===== config.mk =====
export PLATFORM = sky130hd
export DESIGN_NAME = dm_frame_sched
export DESIGN_NICKNAME = d
export VERILOG_FILES = /design/src/rtl/dm_pkg.sv /design/src/rtl/dm_coord_counter.sv /design/src/rtl/dm_frame_sched.sv
export SDC_FILE = /design/constraint.sdc
export NUM_CORES = 1
export LEC_CHECK = 0
export BUFFER_PORTS_ARGS = -buffer_cell sky130_fd_sc_hd__buf_4
export CAP_MARGIN = 15
export CELL_PAD_IN_SITES_DETAIL_PLACEMENT = 1
export CELL_PAD_IN_SITES_GLOBAL_PLACEMENT = 2
export CORE_UTILIZATION = 31
export CTS_CLUSTER_SIZE = 16
export DETAILED_ROUTE_END_ITERATION = 7
export PLACE_DENSITY = 0.86
export RECOVER_POWER = 50
export SYNTH_ARGS = -nofsm -noshare
export SYNTH_HDL_FRONTEND = slang
export SYNTH_SLANG_ARGS = --single-unit

===== constraint.sdc =====
create_clock -name clkb -period 3.5 [get_ports clkb]
set_input_delay 0.7 -clock clkb [delete_from_list [all_inputs] [get_ports clkb]]
set_output_delay 0.7 -clock clkb [all_outputs]
set_load 0.005 [all_outputs]

===== src/rtl/dm_pkg.sv =====
// Shared definitions for the frame scheduler: window codes, FSM encoding
// and the window-code to half-width lookup.
package dm_pkg;

    localparam logic [2:0] WIN3 = 3'b011;
    localparam logic [2:0] WIN5 = 3'b101;
    localparam logic [2:0] WIN7 = 3'b111;

    typedef enum logic [2:0] {
        ST_IDLE,
        ST_ISSUE,
        ST_WAIT,
        ST_ADVANCE,
        ST_FINISH
    } dm_state_e;

    // Zero marks an unsupported window code.
    function automatic logic [1:0] half_width(input logic [2:0] win);
        logic [1:0] h;
        case (win)
            WIN3:    h = 2'd1;
            WIN5:    h = 2'd2;
            WIN7:    h = 2'd3;
            default: h = 2'd0;
        endcase
        return h;
    endfunction

    function automatic logic win_valid(input logic [2:0] win);
        return (half_width(win) != 2'd0);
    endfunction

endpackage


===== src/rtl/dm_coord_counter.sv =====
// Raster row/column stepper: columns MAX_DISP-1..IMG_COLS-1-h inside
// rows h..IMG_ROWS-1-h; last flags the final pixel of the frame.
module dm_coord_counter #(
    parameter int IMG_ROWS = 640,
    parameter int IMG_COLS = 480,
    parameter int MAX_DISP = 64,
    parameter int CW       = 12
) (
    input  logic          clkb,
    input  logic          reset,
    input  logic          load,
    input  logic          step,
    input  logic [1:0]    h,
    output logic [CW-1:0] row,
    output logic [CW-1:0] col,
    output logic          last
);

    localparam logic [CW-1:0] COL_FIRST = CW'(MAX_DISP - 1);
    localparam logic [CW-1:0] ROWS_M1   = CW'(IMG_ROWS - 1);
    localparam logic [CW-1:0] COLS_M1   = CW'(IMG_COLS - 1);

    logic [CW-1:0] row_q, col_q, h_ext;
    logic          col_end, row_end;

    assign h_ext   = {{(CW-2){1'b0}}, h};
    assign col_end = (col_q == COLS_M1 - h_ext);
    assign row_end = (row_q == ROWS_M1 - h_ext);

    always_ff @(posedge clkb) begin
        if (reset) begin
            row_q <= '0;
            col_q <= '0;
        end else if (load) begin
            row_q <= h_ext;
            col_q <= COL_FIRST;
        end else if (step && !(row_end && col_end)) begin
            if (col_end) begin
                row_q <= row_q + 1'b1;
                col_q <= COL_FIRST;
            end else begin
                col_q <= col_q + 1'b1;
            end
        end
    end

    assign row  = row_q;
    assign col  = col_q;
    assign last = row_end && col_end;

endmodule


===== src/rtl/dm_frame_sched.sv =====
// Frame scheduler: issues one pixel job at a time to a block-matching engine
// over the valid raster window and reports frame completion.
//
//   state    | meaning
//   IDLE     | waiting for start with a valid window code
//   ISSUE    | job_valid high, coordinates held until accepted
//   WAIT     | job accepted, waiting for eng_done
//   ADVANCE  | count pixel, step raster or finish
//   FINISH   | frame_done pulse, then back to IDLE
module dm_frame_sched
    import dm_pkg::*;
#(
    parameter int IMG_ROWS = 640,
    parameter int IMG_COLS = 480,
    parameter int MAX_DISP = 64,
    parameter int CW       = 12
) (
    input  logic          clkb,
    input  logic          reset,
    input  logic          start,
    input  logic          abort,
    input  logic [2:0]    window,
    output logic          job_valid,
    input  logic          job_ready,
    output logic [CW-1:0] job_row,
    output logic [CW-1:0] job_col,
    output logic [2:0]    job_win,
    input  logic          eng_done,
    output logic          busy,
    output logic          frame_done,
    output logic          cfg_err,
    output logic [18:0]   pix_count
);

    if (MAX_DISP - 1 > IMG_COLS - 4) begin : g_bad_params
        $error("dm_frame_sched: MAX_DISP-1 must not exceed IMG_COLS-4");
    end

    dm_state_e   state_q;
    logic [2:0]  win_q;
    logic [18:0] pix_q;
    logic        job_valid_q, busy_q, frame_done_q, cfg_err_q;
    logic        load, step, last;
    logic [1:0]  h_sel;

    assign load  = (state_q == ST_IDLE) && start && win_valid(window);
    assign step  = (state_q == ST_ADVANCE) && !abort;
    // The counter needs the incoming window's h on load, the latched one after.
    assign h_sel = load ? half_width(window) : half_width(win_q);

    dm_coord_counter #(
        .IMG_ROWS (IMG_ROWS),
        .IMG_COLS (IMG_COLS),
        .MAX_DISP (MAX_DISP),
        .CW       (CW)
    ) u_coord (
        .clkb  (clkb),
        .reset (reset),
        .load  (load),
        .step  (step),
        .h     (h_sel),
        .row   (job_row),
        .col   (job_col),
        .last  (last)
    );

    always_ff @(posedge clkb) begin
        if (reset) begin
            state_q      <= ST_IDLE;
            win_q        <= '0;
            pix_q        <= '0;
            job_valid_q  <= 1'b0;
            busy_q       <= 1'b0;
            frame_done_q <= 1'b0;
            cfg_err_q    <= 1'b0;
        end else begin
            frame_done_q <= 1'b0;
            cfg_err_q    <= 1'b0;
            if (abort && state_q != ST_IDLE) begin
                state_q     <= ST_IDLE;
                job_valid_q <= 1'b0;
                busy_q      <= 1'b0;
            end else begin
                case (state_q)
                    ST_IDLE: begin
                        if (start) begin
                            if (win_valid(window)) begin
                                win_q       <= window;
                                pix_q       <= '0;
                                job_valid_q <= 1'b1;
                                busy_q      <= 1'b1;
                                state_q     <= ST_ISSUE;
                            end else begin
                                cfg_err_q <= 1'b1;
                            end
                        end
                    end
                    ST_ISSUE: begin
                        if (job_ready) begin
                            job_valid_q <= 1'b0;
                            state_q     <= ST_WAIT;
                        end
                    end
                    ST_WAIT: begin
                        if (eng_done) state_q <= ST_ADVANCE;
                    end
                    ST_ADVANCE: begin
                        pix_q <= pix_q + 19'd1;
                        if (last) begin
                            frame_done_q <= 1'b1;
                            state_q      <= ST_FINISH;
                        end else begin
                            job_valid_q <= 1'b1;
                            state_q     <= ST_ISSUE;
                        end
                    end
                    ST_FINISH: begin
                        busy_q  <= 1'b0;
                        state_q <= ST_IDLE;
                    end
                    default: begin
                        job_valid_q <= 1'b0;
                        busy_q      <= 1'b0;
                        state_q     <= ST_IDLE;
                    end
                endcase
            end
        end
    end

    assign job_valid  = job_valid_q;
    assign job_win    = win_q;
    assign busy       = busy_q;
    assign frame_done = frame_done_q;
    assign cfg_err    = cfg_err_q;
    assign pix_count  = pix_q;

endmodule


==> qor.csv <==
metric,value,unit
Final setup viols,0,
Synth top area share,40.42,%
Post-Synthesis Cell Area,0.002625,sq mm
crit path cell chain,nor4b_4 -> a21oi_2 -> or3_4 -> a2111oi_4 -> nand3_1 -> or3_1 -> a21oi_1,
Starting DRT DRC Count,56,
Die ar.,0.008840,sq mm
Non-Filler Instances,484,
global-route wire length before repair,11.74,mm
Placed Cells,476,
"Slew Viols, Final",0,
area of the multi-input gates,0.001466,sq mm
Worst path slowest cell,nor4b_4,
Slew @ Worst Pin,0.6194,ns
Mapped Cells,321,
minimum clock period,2.894,ns
row cnt,33,
Resized Gates After CTS,0,
buffers added on ports,58,
Post-synth EDFFs,0,
Ports,59,
TritonRoute pass-1 iters,4,
fraction of final layout cells sized beyond drive strength 1,20.32,%
Fill cells,1017,
number of routed nets with antenna violations,0,
reg2reg setup slack,0.61,ns
top fanout value on the critical path,11,
post-synth top area cell,dfxtp_1,
hold buffers post-CTS,0,
antenna violations before repair,0,
DPL Wire Length,5.298,mm
crit share post-route,82.68,%
drt drc,0,
die height,94.02,um
Max VDD drop,0.2194,mV
final hold slack,0.4884,ns
vias per inst,5.192,
Pwr Density,429.0,mW/mm^2
Hold Crit Class,reg -> reg,
"count leader, synth",dfxtp_1,
pre-CTS setup slack,0.3885,ns
Max-Cap Viols,0,
CP Data Arrival Time,3.14,ns
sequential-to-total area share from yosys stat,40.42,%
commonest cells in the netlist,"dfxtp_1 (53), nor2_1 (48), a21oi_1 (27)",
GP Congestion,0.8548,
Worst setup EP type,flop,
via count,2513,
Netlist cell types,50,
clk sink count,53,
Fmax,345.6,MHz
Worst-path clk slew,0.10,ns
Die Wd,94.02,um
Worst path max stage delay,0.48,ns
CTS Buf Count,5,
Post-CTS Setup Bufs,0,
final worst setup slack,0.6063,ns
synthesis-to-finish area growth,25.41,%
CTS tree,yes,
status,"complete, no violations",
vias in the first global route,2423,
critical path class,reg -> reg,
CTS root buf,clkbuf_8,
Post-Route Skew,0.006687,ns
Final Hold Viols,0,
antenna cells,0,
synthesized area per cell,8.178,sq um
Initial Util,31.95,%
WL/cell,14.48,um
"top cells by area, synth","dfxtp_1 (40%), nor2_1 (6.9%), a21oi_1 (5.1%), xnor2_1 (3.7%), xor2_1 (3.7%)",
main flop type after synthesis,dfxtp_1,
number of synthesized register bits,53,
H-tree levels,2,
core area,0.008217,sq mm
# nets final,390,
Mapped Nets,333,
FF+latch area,0.001061,sq mm
critical path launch point type,flop,
RSZ-0062 raised after global routing,false,
ys async rst share,0,%
WP data required,3.74,ns
Static Leak,1.188,nW
final WL,7.009,mm
warnings from Yosys,0,
total power,0.001412,W
largest net degree at the start of global routing,21,
worst-skew pair later-pin latency,0.31,ns
Final TNS setup,0,ns
GR Util All Layers,16.74,%
Max Root-Sink Buffers,2,
total grt overflow,0,
Slew HR,58.13,%
[path summary, 6_finish.rpt]
check        depth (start not counted)                      endpoint                     from
max                                  7  u_coord.row[11]$_SDFFE_PP0P_  state_q[2]$_SDFFE_PP0P_
min                                  2             busy$_SDFFE_PP0P_        busy$_SDFFE_PP0P_
max reg2reg                          7  u_coord.row[11]$_SDFFE_PP0P_  state_q[2]$_SDFFE_PP0P_
min reg2reg                          2             busy$_SDFFE_PP0P_        busy$_SDFFE_PP0P_
[power breakdown]
group | switching, W | internal, W
logic | 0.000121 | 0.000109
registers | 0.0000506 | 0.000634
clock network | 0.000213 | 0.000284
total | 0.000385 | 0.00103
[layout by cell type, fill, tap and decap left out, types with 5 or more instances in the layout]
cell	instances
nor3_1	15
nand3_1	12
and3_1	7
xor2_1	11
nand4_1	8
clkbuf_4	44
dfxtp_1	53
buf_4	16
inv_1	12
or3_1	15
nor2_1	48
xnor2_1	11
clkbuf_8	5
nand2_1	25
a21oi_1	27
o21ai_0	17
[sequential cells by signal, indices dropped and copies added (netlist names)]
register and count:
pix_count 19, cfg_err 1, frame_done 1, busy 1
u_coord.col 12, job_valid 1, state_q 3, job_win 3
u_coord.row 12
[per-layer routing]
metal,up-vias,GRT usage [%],routed length [um]
met5,-,0,0
met3,4,2.508,185
met1,1213,21.92,3458
met2,38,28.95,3326
met4,0,3.462,39
li1,1258,-,-
[metrics by stage]
step           util (%)  area [sq um]
6_report          40.06          3292
5_1_grt           40.06          3292
4_1_cts           40.11          3296
3_5_place_dp      38.48          3162
3_3_place_gp      38.48          3162
2_1_floorplan         -          2625
[cell type report]
class,instances,share of cell area [%]
clock inverter,3,1.976
inverter,12,1.368
multi-input combinational,245,44.55
sequential,53,32.23
timing repair buffer,61,13.80
tap,105,3.991
clock buffer,5,2.090
[cells by family (layout without fill, tap and decap cells)]
family	after synthesis	after routing	share of synthesized area (%)
adders and majority gates	3	3	1.430
DFF	53	53	40.42
muxes	1	1	0.3813
AOI/OAI and AO/OA	71	71	17.97
buffers and inverters	23	81	3.718
xor gates and xnor gates	22	22	7.340
and+or+nand+nor	148	148	28.74
[worst max-delay path: cells and delay by family (launching register included)]
| family | cells | cell delay [ns] |
|---|---|---|
| simple gates | 4 | 1.64 |
| compound gates | 3 | 0.77 |
| flops | 1 | 0.43 |
(Power assumes the default switching activity.)
